==> config.mk <==
export PLATFORM = sky130hd
export DESIGN_NAME = regdst_tracker_flat
export DESIGN_NICKNAME = d
export VERILOG_FILES = /design/src/rtl/regdst_tracker_if.sv /design/src/rtl/regdst_tracker.sv /design/src/flat_wrapper.sv
export SDC_FILE = /design/constraint.sdc
export NUM_CORES = 1
export LEC_CHECK = 0
export BUFFER_PORTS_ARGS = -buffer_cell sky130_fd_sc_hd__clkbuf_2
export CAP_MARGIN = 15
export CORE_UTILIZATION = 63
export CTS_CLUSTER_SIZE = 8
export DETAILED_ROUTE_END_ITERATION = 8
export PLACE_DENSITY = 0.82
export RECOVER_POWER = 100
export SETUP_SLACK_MARGIN = 0.05
export SKIP_LAST_GASP = 1
export SYNTH_ARGS = -nofsm -noshare
export SYNTH_HDL_FRONTEND = slang
export SYNTH_SLANG_ARGS = --single-unit
==> constraint.sdc <==
create_clock -name clk -period 3.9 [get_ports clk]
set_input_delay 0.39 -clock clk [delete_from_list [all_inputs] [get_ports clk]]
set_output_delay 0.39 -clock clk [all_outputs]
set_load 0.01 [all_outputs]
==> src/rtl/regdst_tracker_if.sv <==
// Bus between the decode stage and regdst_tracker: destination select inputs,
// issue/commit handshakes, writeback head and hazard flags.
interface regdst_tracker_if #(
  parameter int ADDR_W = 5,
  parameter int DEPTH  = 4
);
  localparam int CNT_W = $clog2(DEPTH + 1);

  logic [2:0]        RegDst;
  logic [ADDR_W-1:0] in_rt;
  logic [ADDR_W-1:0] in_rd;
  logic [ADDR_W-1:0] in_rs;
  logic [ADDR_W-1:0] sel_dst;
  logic              issue_valid;
  logic              issue_ready;
  logic              commit_valid;
  logic              wb_valid;
  logic [ADDR_W-1:0] wb_dst;
  logic              hazard_rs;
  logic              hazard_rt;
  logic [CNT_W-1:0]  pend_count;

  modport master (
    output RegDst, in_rt, in_rd, in_rs, issue_valid, commit_valid,
    input  sel_dst, issue_ready, wb_valid, wb_dst, hazard_rs, hazard_rt, pend_count
  );

  modport slave (
    input  RegDst, in_rt, in_rd, in_rs, issue_valid, commit_valid,
    output sel_dst, issue_ready, wb_valid, wb_dst, hazard_rs, hazard_rt, pend_count
  );
endinterface

==> src/rtl/regdst_tracker.sv <==
// Destination-register select, in-order pending-write FIFO and per-register hazard counters.
// Optional macro REGDST_COMMIT_BYPASS_EN: hide a hazard whose only pending write commits this cycle.
module regdst_tracker #(
  parameter int ADDR_W = 5,
  parameter int DEPTH  = 4,
  parameter int REG_RA = 31,
  parameter int REG_SP = 29
) (
  input logic             clk,
  input logic             reset,
  regdst_tracker_if.slave bus
);
  localparam int NREGS = 2 ** ADDR_W;
  localparam int CNT_W = $clog2(DEPTH + 1);
  localparam int PTR_W = (DEPTH > 1) ? $clog2(DEPTH) : 1;
  localparam logic [CNT_W-1:0] FULL_CNT = CNT_W'(DEPTH);
  localparam logic [PTR_W-1:0] LAST_PTR = PTR_W'(DEPTH - 1);
  localparam logic [ADDR_W-1:0] RA_IDX = ADDR_W'(REG_RA);
  localparam logic [ADDR_W-1:0] SP_IDX = ADDR_W'(REG_SP);

  logic [ADDR_W-1:0] fifo [DEPTH];
  logic [PTR_W-1:0]  head;
  logic [PTR_W-1:0]  tail;
  logic [CNT_W-1:0]  count;
  logic [CNT_W-1:0]  cnt [NREGS];

  logic [ADDR_W-1:0] sel_dst;
  logic [ADDR_W-1:0] wb_dst;
  logic              issue_ready;
  logic              wb_valid;
  logic              push;
  logic              pop;
  logic [NREGS-1:0]  inc;
  logic [NREGS-1:0]  dec;
  logic [CNT_W-1:0]  cnt_rs;
  logic [CNT_W-1:0]  cnt_rt;

  function automatic logic [PTR_W-1:0] ptr_inc(input logic [PTR_W-1:0] p);
    return (p == LAST_PTR) ? '0 : p + 1'b1;
  endfunction

  always_comb begin
    sel_dst = '0;
    case (bus.RegDst)
      3'b000:  sel_dst = bus.in_rt;
      3'b001:  sel_dst = bus.in_rd;
      3'b010:  sel_dst = RA_IDX;
      3'b011:  sel_dst = SP_IDX;
      3'b100:  sel_dst = bus.in_rs;
      default: sel_dst = '0;
    endcase
  end

  assign issue_ready = (count != FULL_CNT);
  assign wb_valid    = (count != '0);
  assign wb_dst      = fifo[head];
  assign push        = bus.issue_valid && issue_ready;
  assign pop         = bus.commit_valid && wb_valid;

  // Register 0 is a FIFO citizen but never tracked as a hazard source.
  always_comb begin
    inc = '0;
    dec = '0;
    if (push && (sel_dst != '0)) inc[sel_dst] = 1'b1;
    if (pop && (wb_dst != '0))   dec[wb_dst]  = 1'b1;
  end

  always_ff @(posedge clk) begin
    if (!reset) begin
      head  <= '0;
      tail  <= '0;
      count <= '0;
      for (int i = 0; i < DEPTH; i++) fifo[i] <= '0;
    end else begin
      if (push) begin
        fifo[tail] <= sel_dst;
        tail       <= ptr_inc(tail);
      end
      if (pop) head <= ptr_inc(head);
      case ({push, pop})
        2'b10:   count <= count + 1'b1;
        2'b01:   count <= count - 1'b1;
        default: count <= count;
      endcase
    end
  end

  always_ff @(posedge clk) begin
    if (!reset) begin
      for (int r = 0; r < NREGS; r++) cnt[r] <= '0;
    end else begin
      cnt[0] <= '0;
      for (int r = 1; r < NREGS; r++) begin
        if (inc[r] && !dec[r])      cnt[r] <= cnt[r] + 1'b1;
        else if (dec[r] && !inc[r]) cnt[r] <= cnt[r] - 1'b1;
      end
    end
  end

  assign cnt_rs = cnt[bus.in_rs];
  assign cnt_rt = cnt[bus.in_rt];

`ifdef REGDST_COMMIT_BYPASS_EN
  // The writeback path forwards the committing value, so a lone pending write is already resolved.
  logic byp_rs;
  logic byp_rt;
  assign byp_rs        = pop && (wb_dst == bus.in_rs) && (cnt_rs == CNT_W'(1));
  assign byp_rt        = pop && (wb_dst == bus.in_rt) && (cnt_rt == CNT_W'(1));
  assign bus.hazard_rs = (cnt_rs != '0) && !byp_rs;
  assign bus.hazard_rt = (cnt_rt != '0) && !byp_rt;
`else
  assign bus.hazard_rs = (cnt_rs != '0);
  assign bus.hazard_rt = (cnt_rt != '0);
`endif

  assign bus.sel_dst     = sel_dst;
  assign bus.issue_ready = issue_ready;
  assign bus.wb_valid    = wb_valid;
  assign bus.wb_dst      = wb_dst;
  assign bus.pend_count  = count;
endmodule

==> src/flat_wrapper.sv <==
// flat-port wrapper written by rule: the top's interface ports become plain ports
module regdst_tracker_flat 
#(
  parameter int ADDR_W = 5,
  parameter int DEPTH  = 4,
  parameter int REG_RA = 31,
  parameter int REG_SP = 29
)
  (clk, reset, bus_RegDst, bus_in_rt, bus_in_rd, bus_in_rs, bus_issue_valid, bus_commit_valid, bus_sel_dst, bus_issue_ready, bus_wb_valid, bus_wb_dst, bus_hazard_rs, bus_hazard_rt, bus_pend_count);
  regdst_tracker_if #(.ADDR_W(ADDR_W), .DEPTH(DEPTH)) bus_i ();
  input logic clk;
  input logic reset;
  input wire logic [$bits(bus_i.RegDst)-1:0] bus_RegDst;
  input wire logic [$bits(bus_i.in_rt)-1:0] bus_in_rt;
  input wire logic [$bits(bus_i.in_rd)-1:0] bus_in_rd;
  input wire logic [$bits(bus_i.in_rs)-1:0] bus_in_rs;
  input wire logic [$bits(bus_i.issue_valid)-1:0] bus_issue_valid;
  input wire logic [$bits(bus_i.commit_valid)-1:0] bus_commit_valid;
  output wire logic [$bits(bus_i.sel_dst)-1:0] bus_sel_dst;
  output wire logic [$bits(bus_i.issue_ready)-1:0] bus_issue_ready;
  output wire logic [$bits(bus_i.wb_valid)-1:0] bus_wb_valid;
  output wire logic [$bits(bus_i.wb_dst)-1:0] bus_wb_dst;
  output wire logic [$bits(bus_i.hazard_rs)-1:0] bus_hazard_rs;
  output wire logic [$bits(bus_i.hazard_rt)-1:0] bus_hazard_rt;
  output wire logic [$bits(bus_i.pend_count)-1:0] bus_pend_count;
  assign bus_i.RegDst = bus_RegDst;
  assign bus_i.in_rt = bus_in_rt;
  assign bus_i.in_rd = bus_in_rd;
  assign bus_i.in_rs = bus_in_rs;
  assign bus_i.issue_valid = bus_issue_valid;
  assign bus_i.commit_valid = bus_commit_valid;
  assign bus_sel_dst = bus_i.sel_dst;
  assign bus_issue_ready = bus_i.issue_ready;
  assign bus_wb_valid = bus_i.wb_valid;
  assign bus_wb_dst = bus_i.wb_dst;
  assign bus_hazard_rs = bus_i.hazard_rs;
  assign bus_hazard_rt = bus_i.hazard_rt;
  assign bus_pend_count = bus_i.pend_count;
  regdst_tracker #(.ADDR_W(ADDR_W), .DEPTH(DEPTH), .REG_RA(REG_RA), .REG_SP(REG_SP)) u_core (.clk(clk), .reset(reset), .bus(bus_i));
endmodule
==> out/metrics.cfg <==
[outcome]
status = finished, violations left
violations = max-capacitance violations, max-slew violations

[detailed_routing]
dr.pass1.iters = 7
wl_per_cell_um = 20.3
postRouteAntennaNets = 0
first_iter_violations = 672
drcViolationCount = 0
viasPerCell = 6.45
num_vias = 6897
wirelength_um = 21700

[synth]
synth_edf_count = 113
synthCells = 857
synth_flop_cell = edfxtp_1
synth_area_per_cell_um2 = 9.82
ys_ff_latch = 122
synthArstFlopShare_pct = 0
synth_warnings = 0
syn_area_mm2 = 0.00842
ys_seq_area_share_pct = 42.5
yosysUniqueCellTypes = 77
synth_fp_nets = 915

[timing]
max_freq_ghz = 0.275
hold_slack_ns = 0.443
post-route-min-period_ns = 3.63
worst_slack_ns = 0.267
timing.final.crit_share_pct = 93.1
fin_tns_setup_ns = 0
maxSlewViolCount = 79
slew_headroom_pct = -14.5
grt_setup_unrepaired = false
hold_viol = 0
worstMarginPinSlew_ns = 1.72
setup_viol = 0
skew_ns = 0.00820

[setup_path]
cp-end-kind = register
cp_max_fo = 13
cp.buffers_inverters = 0
crit_type = register to register
worstPathRequired_ns = 4.15
cp_slowest_cell = nor3b_1
cp_top_family = simple AND/OR/NAND/NOR gates
slowest_delay_ns = 0.84
cp_cell_sequence = mux4_2, nor3b_1, nand3_1, fa_1, xor2_1, or3_1, a21oi_1
crit_cells = 7
cp.arrival_ns = 3.88
worstRegToRegCells = 7
r2r_end = u_core.cnt[5][2]
r2r_slack_ns = 0.27
crit_path_start_kind = register
critPathCapture = u_core.cnt[5][2]

[floorplanning]
die_h_um = 118
die_area_mm2 = 0.0138
die_w_um = 118
initial_core_util_pct = 65.6
io_pins = 39
rows = 41
core_area_mm2 = 0.0128

[clock_tree]
cts_resized = 0
clk_pin_slew_ns = 0.06
htreeDepth = 4
postCtsHoldBufs = 0
cts_num_sinks = 122
cts_root_buf = clkbuf_16
cts_buffers = 17
clk_latency_ns = 0.43
post_cts_buffers = 0
cts_buffer_depth = 2
cts_tree = built

[layout]
final_area_mm2 = 0.00917
diodes = 0
nNetsFinal = 942
syn_to_final_growth_pct = 8.99
layout_commonest_cell = edfxtp_1
layout-drive-gt1-share_pct = 11.1
final_cell_mix = 113 x edfxtp_1, 111 x nor2_1, 77 x inv_1

[power_and_ir_drop]
cellLeakagePower_uw = 0.00330
ir_drop_mv = 0.437
powerDensity_mw_per_mm2 = 453

[min_path]
hold_class = input port to register

[flow_run]
drv_cap = 1

[grt]
grt_max_degree = 79
grt_pass1_vias = 6817
grt_use_total_pct = 33.3
grt_overflow_total = 0
grt_pass1_wl_um = 34900
antenna_found_initial = 0

[placed_design]
post_dp_cell_area_mm2 = 0.00869
hpwl_um = 16000
gp_congestion = 0.949
place_ws_ns = 0.440
port_buffers = 38

==> through the flow <==
stage          instances  total power [uW]  utilization (%)
6_report            1069              4150             71.5
5_1_grt             1069              4320             71.5
4_1_cts             1069              4160             72.0
3_5_place_dp        1037              2700             67.7
3_3_place_gp        1037              2650             67.7
2_1_floorplan        857              2420                -
==> tightest hold or removal path, delay by kind of cell <==
kind | cells | cell delay [ns]
AND/OR/NAND/NOR | 1 | 0.11
AO/OA/AOI/OAI | 2 | 0.21
buffers and inverters | 1 | 0.11
==> Yosys cell counts, types with 6 or more instances <==
| master | instances | area (um2) |
|---|---|---|
| fa_1 | 31 | 621 |
| nand3_1 | 38 | 190 |
| dfxtp_1 | 9 | 180 |
| nor3_1 | 56 | 280 |
| nand2_1 | 76 | 285 |
| xnor2_1 | 38 | 333 |
| or3b_1 | 7 | 61.3 |
| nor4_1 | 10 | 62.6 |
| a211oi_1 | 10 | 75.1 |
| nand2b_1 | 9 | 56.3 |
| o21ai_1 | 7 | 35.0 |
| buf_2 | 6 | 30.0 |
| mux2i_1 | 11 | 110 |
| edfxtp_1 | 113 | 3390 |
| mux4_2 | 12 | 270 |
| or3_1 | 11 | 68.8 |
| and3_1 | 10 | 62.6 |
| xor2_1 | 25 | 219 |
| nor2_1 | 109 | 409 |
| o211ai_1 | 13 | 97.6 |
| inv_1 | 74 | 278 |
| clkbuf_1 | 20 | 75.1 |
| nand3b_1 | 6 | 45.0 |
| a21oi_1 | 41 | 205 |
| o21ai_0 | 9 | 45.0 |
==> layout make-up <==
type | count | area, um2
Clock buffer | 17 | 425
Clock inverter | 15 | 126
Fill cell | 971 | 3650
Inverter | 81 | 312
Multi-Input combinational cell | 612 | 4280
Sequential cell | 122 | 3570
Tap cell | 172 | 215
Timing Repair Buffer | 50 | 243
==> metal layers <==
metal	vias up	part of all wire, %	GRT usage (%)	wire length [um]
met5	-	0	0	0
li1	3087	-	-	-
met4	0	3.9	16.4	845
met1	3330	38	41.9	8200
met2	409	47	52.5	10200
met3	71	11	10.0	2380
==> flip-flops by register name, summed over array words and instances (netlist names), named ones only <==
register and flops:
u_core.bus.pend_count 3, u_core.tail 2, u_core.head 2, u_core.fifo 20, u_core.cnt 93
==> power by group <==
| part | internal, uW | switching, uW |
|---|---|---|
| clock network | 869 | 599 |
| logic | 338 | 657 |
| registers | 1570 | 115 |
| total | 2780 | 1370 |
==> worst min-delay path by stage <==
stage                startpoint        endpoint  slack (ns)  cells after the start
6_report       bus_commit_valid  u_core.head[1]        0.44                      4
5_1_grt        bus_commit_valid  u_core.head[1]        0.46                      4
4_1_cts        bus_commit_valid  u_core.head[1]        0.43                      4
3_5_place_dp     u_core.head[1]        register        0.48                      2
3_3_place_gp     u_core.head[1]  u_core.head[1]        0.47                      2
2_1_floorplan    u_core.head[1]        register        0.45                      2
==> kinds of logic (layout without fill, tap and decap cells) <==
logic type	count (synthesis)	in the layout	synth area share [%]
compound gates	117	117	9.28
xor+xnor	63	63	6.56
fa+ha+maj	36	36	8.12
buf+inv	123	163	6.35
flops	122	122	42.5
mux	23	23	4.52
simple gates	373	373	22.7
(Power assumes the default switching activity.)
